$ cat src/rtl/decode_stage_pipe_if.sv
// Bus bundle for the decode stage.
//   master : upstream/hazard side; drives the fetch, forwarding, writeback and
//            hazard inputs and receives the redirect and ID/EX outputs.
//   slave  : the decode stage itself.
// Signals:
//   instr_D, pcplus4_D, ctrl_D, branch_D, branch_type_D, jump_D  decode inputs
//   forwardA_D, forwardB_D, alu_out_M                            compare forwarding
//   a3_W, wd3_W, reg_write_W                                     register-file write
//   stall_E, flush_E                                             ID/EX hold and bubble
//   pc_src_D, pc_branch_D, pc_jump_D                             next-PC selection
//   rd1_E .. valid_E                                             ID/EX register contents
interface decode_stage_pipe_if #(
   parameter int unsigned DATA_W     = 32,
   parameter int unsigned REG_ADDR_W = 5,
   parameter int unsigned CTRL_W     = 8
);
   logic [31:0]           instr_D;
   logic [DATA_W-1:0]     pcplus4_D;
   logic [CTRL_W-1:0]     ctrl_D;
   logic                  branch_D;
   logic [1:0]            branch_type_D;
   logic                  jump_D;
   logic [1:0]            forwardA_D;
   logic [1:0]            forwardB_D;
   logic [DATA_W-1:0]     alu_out_M;
   logic [REG_ADDR_W-1:0] a3_W;
   logic [DATA_W-1:0]     wd3_W;
   logic                  reg_write_W;
   logic                  stall_E;
   logic                  flush_E;

   logic [1:0]            pc_src_D;
   logic [DATA_W-1:0]     pc_branch_D;
   logic [DATA_W-1:0]     pc_jump_D;
   logic [DATA_W-1:0]     rd1_E;
   logic [DATA_W-1:0]     rd2_E;
   logic [DATA_W-1:0]     imm_E;
   logic [REG_ADDR_W-1:0] rs_E;
   logic [REG_ADDR_W-1:0] rt_E;
   logic [REG_ADDR_W-1:0] rd_E;
   logic [CTRL_W-1:0]     ctrl_E;
   logic                  valid_E;

   modport master (
      output instr_D, pcplus4_D, ctrl_D, branch_D, branch_type_D, jump_D,
      output forwardA_D, forwardB_D, alu_out_M, a3_W, wd3_W, reg_write_W,
      output stall_E, flush_E,
      input  pc_src_D, pc_branch_D, pc_jump_D,
      input  rd1_E, rd2_E, imm_E, rs_E, rt_E, rd_E, ctrl_E, valid_E
   );

   modport slave (
      input  instr_D, pcplus4_D, ctrl_D, branch_D, branch_type_D, jump_D,
      input  forwardA_D, forwardB_D, alu_out_M, a3_W, wd3_W, reg_write_W,
      input  stall_E, flush_E,
      output pc_src_D, pc_branch_D, pc_jump_D,
      output rd1_E, rd2_E, imm_E, rs_E, rt_E, rd_E, ctrl_E, valid_E
   );
endinterface

$ cat src/rtl/decode_stage_pipe.sv
// MIPS decode stage: register file with write-through reads, immediate sign
// extension, branch/jump target generation, early branch resolution with M/W
// forwarding, and the ID/EX pipeline register with stall and flush.
// Ports:
//   clk   rising-edge clock
//   reset asynchronous active-high reset; clears register file and ID/EX
//   bus   decode_stage_pipe_if.slave carrying all data/control signals
module decode_stage_pipe #(
   parameter int unsigned DATA_W     = 32,
   parameter int unsigned REG_ADDR_W = 5,
   parameter int unsigned CTRL_W     = 8
) (
   input logic                clk,
   input logic                reset,
   decode_stage_pipe_if.slave bus
);
   localparam int unsigned NumRegs = 1 << REG_ADDR_W;

   if (DATA_W < 32) begin : gen_width_check
      $error("decode_stage_pipe: DATA_W must be at least 32");
   end

   // ---------------------------------------------------------------------------
   // Instruction fields
   // ---------------------------------------------------------------------------
   logic [REG_ADDR_W-1:0] rs_a;
   logic [REG_ADDR_W-1:0] rt_a;
   logic [REG_ADDR_W-1:0] rd_a;
   logic [DATA_W-1:0]     imm;
   logic                  unused_opcode;

   // Casts zero-extend or truncate the 5-bit fields to the register address width.
   assign rs_a = REG_ADDR_W'(bus.instr_D[25:21]);
   assign rt_a = REG_ADDR_W'(bus.instr_D[20:16]);
   assign rd_a = REG_ADDR_W'(bus.instr_D[15:11]);
   assign imm  = {{(DATA_W-16){bus.instr_D[15]}}, bus.instr_D[15:0]};

   assign unused_opcode = ^bus.instr_D[31:26];

   // ---------------------------------------------------------------------------
   // Register file
   // ---------------------------------------------------------------------------
   logic [NumRegs-1:0][DATA_W-1:0] regs_q;
   logic                           wr_en;
   logic [DATA_W-1:0]              rd1;
   logic [DATA_W-1:0]              rd2;

   assign wr_en = bus.reg_write_W && (bus.a3_W != '0);

   // Entry 0 is never written, so it stays at its reset value of zero.
   always_ff @(posedge clk or posedge reset) begin
      if (reset) begin
         regs_q <= '0;
      end else if (wr_en) begin
         regs_q[bus.a3_W] <= bus.wd3_W;
      end
   end

   // Write-through: a same-cycle writeback to the read address is visible now.
   always_comb begin
      rd1 = regs_q[rs_a];
      if (rs_a == '0) begin
         rd1 = '0;
      end else if (wr_en && (bus.a3_W == rs_a)) begin
         rd1 = bus.wd3_W;
      end
   end

   always_comb begin
      rd2 = regs_q[rt_a];
      if (rt_a == '0) begin
         rd2 = '0;
      end else if (wr_en && (bus.a3_W == rt_a)) begin
         rd2 = bus.wd3_W;
      end
   end

   // ---------------------------------------------------------------------------
   // Next-PC targets
   // ---------------------------------------------------------------------------
   assign bus.pc_branch_D = bus.pcplus4_D + (imm << 2);
   assign bus.pc_jump_D   = {bus.pcplus4_D[DATA_W-1:28], bus.instr_D[25:0], 2'b00};

   // ---------------------------------------------------------------------------
   // Early branch resolution
   // ---------------------------------------------------------------------------
   logic [DATA_W-1:0] op_a;
   logic [DATA_W-1:0] op_b;
   logic              cmp;
   logic              branch_taken;

   always_comb begin
      case (bus.forwardA_D)
         2'b01:   op_a = bus.alu_out_M;
         2'b10:   op_a = bus.wd3_W;
         default: op_a = rd1;
      endcase
   end

   always_comb begin
      case (bus.forwardB_D)
         2'b01:   op_b = bus.alu_out_M;
         2'b10:   op_b = bus.wd3_W;
         default: op_b = rd2;
      endcase
   end

   // blez/bgtz test the sign bit and zero-ness of A only.
   always_comb begin
      case (bus.branch_type_D)
         2'b00:   cmp = (op_a == op_b);
         2'b01:   cmp = (op_a != op_b);
         2'b10:   cmp = op_a[DATA_W-1] || (op_a == '0);
         default: cmp = !op_a[DATA_W-1] && (op_a != '0);
      endcase
   end

   assign branch_taken = bus.branch_D && cmp;

   // Both set gives 2'b11; the fetch mux resolves that as a jump.
   assign bus.pc_src_D = {bus.jump_D, branch_taken};

   // ---------------------------------------------------------------------------
   // ID/EX pipeline register: reset > flush > stall > load
   // ---------------------------------------------------------------------------
   logic [DATA_W-1:0]     rd1_q;
   logic [DATA_W-1:0]     rd2_q;
   logic [DATA_W-1:0]     imm_q;
   logic [REG_ADDR_W-1:0] rs_q;
   logic [REG_ADDR_W-1:0] rt_q;
   logic [REG_ADDR_W-1:0] rd_q;
   logic [CTRL_W-1:0]     ctrl_q;
   logic                  valid_q;

   always_ff @(posedge clk or posedge reset) begin
      if (reset) begin
         rd1_q   <= '0;
         rd2_q   <= '0;
         imm_q   <= '0;
         rs_q    <= '0;
         rt_q    <= '0;
         rd_q    <= '0;
         ctrl_q  <= '0;
         valid_q <= 1'b0;
      end else if (bus.flush_E) begin
         rd1_q   <= '0;
         rd2_q   <= '0;
         imm_q   <= '0;
         rs_q    <= '0;
         rt_q    <= '0;
         rd_q    <= '0;
         ctrl_q  <= '0;
         valid_q <= 1'b0;
      end else if (!bus.stall_E) begin
         // Raw register-file values; forwarding into EX is handled downstream.
         rd1_q   <= rd1;
         rd2_q   <= rd2;
         imm_q   <= imm;
         rs_q    <= rs_a;
         rt_q    <= rt_a;
         rd_q    <= rd_a;
         ctrl_q  <= bus.ctrl_D;
         valid_q <= 1'b1;
      end
   end

   assign bus.rd1_E   = rd1_q;
   assign bus.rd2_E   = rd2_q;
   assign bus.imm_E   = imm_q;
   assign bus.rs_E    = rs_q;
   assign bus.rt_E    = rt_q;
   assign bus.rd_E    = rd_q;
   assign bus.ctrl_E  = ctrl_q;
   assign bus.valid_E = valid_q;
endmodule

$ cat src/flat_wrapper.sv
// flat-port wrapper written by rule: the top's interface ports become plain ports
module decode_stage_pipe_flat 
#(
   parameter int unsigned DATA_W     = 32,
   parameter int unsigned REG_ADDR_W = 5,
   parameter int unsigned CTRL_W     = 8
)
  (clk, reset, bus_instr_D, bus_pcplus4_D, bus_ctrl_D, bus_branch_D, bus_branch_type_D, bus_jump_D, bus_forwardA_D, bus_forwardB_D, bus_alu_out_M, bus_a3_W, bus_wd3_W, bus_reg_write_W, bus_stall_E, bus_flush_E, bus_pc_src_D, bus_pc_branch_D, bus_pc_jump_D, bus_rd1_E, bus_rd2_E, bus_imm_E, bus_rs_E, bus_rt_E, bus_rd_E, bus_ctrl_E, bus_valid_E);
  decode_stage_pipe_if #(.DATA_W(DATA_W), .REG_ADDR_W(REG_ADDR_W), .CTRL_W(CTRL_W)) bus_i ();
  input logic clk;
  input logic reset;
  input wire logic [$bits(bus_i.instr_D)-1:0] bus_instr_D;
  input wire logic [$bits(bus_i.pcplus4_D)-1:0] bus_pcplus4_D;
  input wire logic [$bits(bus_i.ctrl_D)-1:0] bus_ctrl_D;
  input wire logic [$bits(bus_i.branch_D)-1:0] bus_branch_D;
  input wire logic [$bits(bus_i.branch_type_D)-1:0] bus_branch_type_D;
  input wire logic [$bits(bus_i.jump_D)-1:0] bus_jump_D;
  input wire logic [$bits(bus_i.forwardA_D)-1:0] bus_forwardA_D;
  input wire logic [$bits(bus_i.forwardB_D)-1:0] bus_forwardB_D;
  input wire logic [$bits(bus_i.alu_out_M)-1:0] bus_alu_out_M;
  input wire logic [$bits(bus_i.a3_W)-1:0] bus_a3_W;
  input wire logic [$bits(bus_i.wd3_W)-1:0] bus_wd3_W;
  input wire logic [$bits(bus_i.reg_write_W)-1:0] bus_reg_write_W;
  input wire logic [$bits(bus_i.stall_E)-1:0] bus_stall_E;
  input wire logic [$bits(bus_i.flush_E)-1:0] bus_flush_E;
  output wire logic [$bits(bus_i.pc_src_D)-1:0] bus_pc_src_D;
  output wire logic [$bits(bus_i.pc_branch_D)-1:0] bus_pc_branch_D;
  output wire logic [$bits(bus_i.pc_jump_D)-1:0] bus_pc_jump_D;
  output wire logic [$bits(bus_i.rd1_E)-1:0] bus_rd1_E;
  output wire logic [$bits(bus_i.rd2_E)-1:0] bus_rd2_E;
  output wire logic [$bits(bus_i.imm_E)-1:0] bus_imm_E;
  output wire logic [$bits(bus_i.rs_E)-1:0] bus_rs_E;
  output wire logic [$bits(bus_i.rt_E)-1:0] bus_rt_E;
  output wire logic [$bits(bus_i.rd_E)-1:0] bus_rd_E;
  output wire logic [$bits(bus_i.ctrl_E)-1:0] bus_ctrl_E;
  output wire logic [$bits(bus_i.valid_E)-1:0] bus_valid_E;
  assign bus_i.instr_D = bus_instr_D;
  assign bus_i.pcplus4_D = bus_pcplus4_D;
  assign bus_i.ctrl_D = bus_ctrl_D;
  assign bus_i.branch_D = bus_branch_D;
  assign bus_i.branch_type_D = bus_branch_type_D;
  assign bus_i.jump_D = bus_jump_D;
  assign bus_i.forwardA_D = bus_forwardA_D;
  assign bus_i.forwardB_D = bus_forwardB_D;
  assign bus_i.alu_out_M = bus_alu_out_M;
  assign bus_i.a3_W = bus_a3_W;
  assign bus_i.wd3_W = bus_wd3_W;
  assign bus_i.reg_write_W = bus_reg_write_W;
  assign bus_i.stall_E = bus_stall_E;
  assign bus_i.flush_E = bus_flush_E;
  assign bus_pc_src_D = bus_i.pc_src_D;
  assign bus_pc_branch_D = bus_i.pc_branch_D;
  assign bus_pc_jump_D = bus_i.pc_jump_D;
  assign bus_rd1_E = bus_i.rd1_E;
  assign bus_rd2_E = bus_i.rd2_E;
  assign bus_imm_E = bus_i.imm_E;
  assign bus_rs_E = bus_i.rs_E;
  assign bus_rt_E = bus_i.rt_E;
  assign bus_rd_E = bus_i.rd_E;
  assign bus_ctrl_E = bus_i.ctrl_E;
  assign bus_valid_E = bus_i.valid_E;
  decode_stage_pipe #(.DATA_W(DATA_W), .REG_ADDR_W(REG_ADDR_W), .CTRL_W(CTRL_W)) u_core (.clk(clk), .reset(reset), .bus(bus_i));
endmodule
$ cat config.mk
export PLATFORM = sky130hd
export DESIGN_NAME = decode_stage_pipe_flat
export DESIGN_NICKNAME = d
export VERILOG_FILES = /design/src/rtl/decode_stage_pipe_if.sv /design/src/rtl/decode_stage_pipe.sv /design/src/flat_wrapper.sv
export SDC_FILE = /design/constraint.sdc
export NUM_CORES = 2
export LEC_CHECK = 0
export BUFFER_PORTS_ARGS = -buffer_cell sky130_fd_sc_hd__buf_2
export CORE_ASPECT_RATIO = 1.2
export CORE_MARGIN = 2
export CORE_UTILIZATION = 55
export DETAILED_ROUTE_END_ITERATION = 12
export GPL_TIMING_DRIVEN = 0
export PLACE_DENSITY = 0.71
export SYNTH_ARGS = -nofsm -noshare
export SYNTH_HDL_FRONTEND = slang
export SYNTH_SLANG_ARGS = --single-unit
$ cat constraint.sdc
create_clock -name clk -period 56.5 [get_ports clk]
set_input_delay 11.3 -clock clk [delete_from_list [all_inputs] [get_ports clk]]
set_output_delay 11.3 -clock clk [all_outputs]
set_load 0.1 [all_outputs]
==> impl_metrics.tcl <==
set metrics [dict create \
    drive_gt1_frac 0.434 \
    die_area_mm2 0.117 \
    r2r-end "u_core.bus.rd2_E[15]" \
    yosys_warnings 0 \
    numCtsBuffers 117 \
    drv_cap 30 \
    ys_ff_latch 1123 \
    switchingPower_uw 864 \
    violations "max-capacitance violations, max-slew violations" \
    hold_path.class "reg -> reg" \
    worstHoldStart "u_core.regs_q[22]" \
    critPathMaxFanout 10 \
    grt_pass1_wl_um 421000 \
    drt_iter0_drc 7922 \
    finalCritPeriodShare 0.535 \
    grt_antenna_before_repair 34 \
    hpwl_um 226000 \
    status "complete, but fails checks" \
    synth_flop_cell "dfrtp_1" \
    ant_nets 0 \
    reg2reg_from "u_core.regs_q[1007]" \
    routed_via_density 7.59 \
    hold_end "u_core.regs_q[22]" \
    syn_inst 4670 \
    critPathKind "in -> out" \
    crit_required_ns 45.20 \
    p_int_uw 1700 \
    setup_viol 0 \
    tns_ns 0 \
    clockBufferDepth 3 \
    power_frac_seq 0.413 \
    gr-total-overflow 0 \
    regArea_mm2 0.0281 \
    cts_setup_buffers 0 \
    detail_route.wirelength_um 315000 \
    final_max_slew_viol_count 262 \
    synth_enable_flop_cells 0 \
    grt_start_max_net_pins 128 \
    vdd_drop_max_v 0.0000287 \
    power.density_mw_per_mm2 36.2 \
    grt_pass1_vias 49200 \
    synth_cell_type_count 78 \
    p_leak_uw 0.0316 \
    cts_hold_buf 0 \
    rows 135 \
    nets 5327 \
    gp_congestion 1.05 \
    multi_input_area_mm2 0.0318 \
    most-common-layout-cells "dfrtp_1 (1,123), mux2_2 (1,057), mux4_2 (400), buf_2 (379), clkbuf_1 (287)" \
    mostFrequentLayoutCell "dfrtp_1" \
    die_w_um 312 \
    start_kind "primary input" \
    clock-sinks 1123 \
    core_area_mm2 0.113 \
    syn-mean-instance-area_um2 13.4 \
    fin_skew_ns 0.0233 \
    io_pins 340 \
    hold_viol_final 0 \
    port_buffers 309 \
    min_path_cells 1 \
    clockRootBuffer "clkbuf_16" \
    combPwrFrac 0.266 \
    h-tree-depth 3 \
    rsz0062_at_grt "no" \
    swShare 0.336 \
    clockPowerShare 0.322 \
    firstDrtPassIters 9 \
    reg2regPathDepth 6 \
    seq_area_frac_synth 0.449 \
    routed-via-count 51300 \
    power_uw 2570 \
    grt_usage 0.538 \
    wl_per_cell_um 46.6 \
    synth.cell_area_mm2 0.0626 \
    insertion_delay_ns 0.78 \
    die_y_um 374 \
    crit_arrival_ns 18.93 \
    async_reset_ff_frac 1.00 \
    rrSetupSlack_ns 53.26 \
    start_util 0.555 \
    clk_pin_slew_worst_paths_ns 0.06 \
    period_minus_slack_ns 30.23 \
    drc 0 \
    fillers 8896 \
    crit_path_end_kind "output port" \
    clock.fmax_mhz 33.1 \
    dp_slack_ns 26.93 \
    worst_pin_slew_ns 1.81 \
    cts_tree "done" \
    cts_resized 0 \
    relSlewSlack -0.205 \
    fin_ws_ns 26.27 \
    synthToLayoutAreaGrowth_pct 13.2 \
]
cell usage after synthesis, types with 9 or more instances:
cell type | n | area, um^2
a211o_1 | 16 | 140
a211oi_1 | 28 | 210
a21o_1 | 14 | 105
a21oi_1 | 47 | 235
a221oi_1 | 21 | 184
a222oi_1 | 24 | 240
a22o_1 | 28 | 245
a22oi_1 | 156 | 1170
and2_1 | 11 | 68.8
and3_1 | 13 | 81.3
buf_1 | 70 | 263
buf_2 | 42 | 210
buf_4 | 102 | 766
buf_6 | 30 | 338
clkbuf_1 | 289 | 1080
dfrtp_1 | 1123 | 28100
ha_1 | 33 | 413
inv_1 | 27 | 101
mux2_2 | 1057 | 11900
mux2i_1 | 276 | 2760
mux4_2 | 400 | 9010
nand2_1 | 164 | 616
nand2b_1 | 13 | 81.3
nand3_1 | 30 | 150
nand3b_1 | 14 | 105
nand4_1 | 17 | 106
nor2_1 | 171 | 642
nor2b_1 | 20 | 125
nor3_1 | 22 | 110
nor4_1 | 10 | 62.6
o211ai_1 | 18 | 135
o21ai_0 | 78 | 390
o221ai_1 | 32 | 280
o22ai_1 | 63 | 394
o31ai_1 | 9 | 67.6
or3_1 | 15 | 93.8
or3b_2 | 9 | 78.8
xnor2_1 | 34 | 298
xor2_1 | 23 | 201
flip-flops by register name, indices dropped and copies added (netlist names):
signal / flops
u_core.bus.valid_E: 1
u_core.bus.rd2_E: 32
u_core.bus.rd_E: 4
u_core.bus.rt_E: 5
u_core.bus.rs_E: 5
u_core.bus.rd1_E: 32
u_core.bus.imm_E: 12
u_core.bus.ctrl_E: 8
u_core.regs_q: 1024
logic make-up (layout without fill, tap and decap cells):
family                   Yosys count  in the layout  synth area share
multiplexers                    1734           1734             0.378
flip-flops                      1123           1123             0.449
AO/OA/AOI/OAI                    608            608            0.0709
buffers and inverters            567           1129            0.0453
AND/OR/NAND/NOR                  546            546            0.0418
XOR/XNOR                          57             57           0.00797
adder cells (fa/ha/maj)           34             34           0.00691
other                              1             27         0.0000599
cell type report:
cell class / instances / share of cell area
well taps: 1507 / 0.0266
plain buffers: 537 / 0.0393
clock buffers: 165 / 0.0479
clock inverters: 48 / 0.00789
flip-flops and latches: 1123 / 0.396
inverters: 30 / 0.00169
diodes: 25 / 0.000882
multi-input cells: 2981 / 0.448
repair buffers: 349 / 0.0313
stage by stage:
| step | hold slack (ns) | area [um^2] | util | std cells |
|---|---|---|---|---|
| global route | 0.498 | 70900 | 0.628 | 6745 |
| global placement | 0.452 | 66100 | 0.585 | 6487 |
| floorplan | 0.441 | 62600 | - | 4671 |
| finish | 0.481 | 70900 | 0.628 | 6765 |
| CTS | 0.482 | 70800 | 0.628 | 6738 |
| detailed placement | 0.468 | 66900 | 0.593 | 6525 |
power by group through the flow:
stage                     logic (uW)  clock network, uW  registers (uW)
final                            682                826            1060
after global routing             697                848            1070
after detailed placement         657                  0            1060
after CTS                        659                817            1050
after floorplan                  436                  0            1070
after global placement           641                  0            1060
per-layer routing:
| layer | vias up | GRT usage | routed length [um] |
|---|---|---|---|
| li1 | 18800 | - | - |
| met1 | 26300 | 0.612 | 102000 |
| met2 | 4716 | 0.750 | 130000 |
| met3 | 1520 | 0.254 | 48000 |
| met4 | 26 | 0.490 | 35800 |
| met5 | - | 0.000413 | 173 |
worst max-delay path by stage:
stage	to	from	cells after the start
finish	bus_pc_src_D[0]	bus_instr_D[18]	16
global placement	u_core.regs_q[202]	reset	2
detailed placement	bus_pc_src_D[0]	bus_instr_D[18]	16
floorplan	u_core.bus.ctrl_E[0]	reset	1
CTS	bus_pc_src_D[0]	bus_instr_D[18]	16
global route	bus_pc_src_D[0]	bus_instr_D[18]	16
worst max-delay path, cell delays in order:
cell and delay, ns:
buf_2 0.18, buf_2 0.23, clkbuf_1 0.57, buf_1 0.82
buf_1 1.15, clkbuf_1 1.14, a21oi_1 0.12, o21ai_0 1.27
o21ai_0 0.25, xor2_1 0.22, nand4_1 0.14, nor3_1 0.47
a32oi_1 0.25, mux2i_1 0.23, buf_4 0.13, buf_2 0.41
No activity file was read; power rests on OpenSTA's default activity.
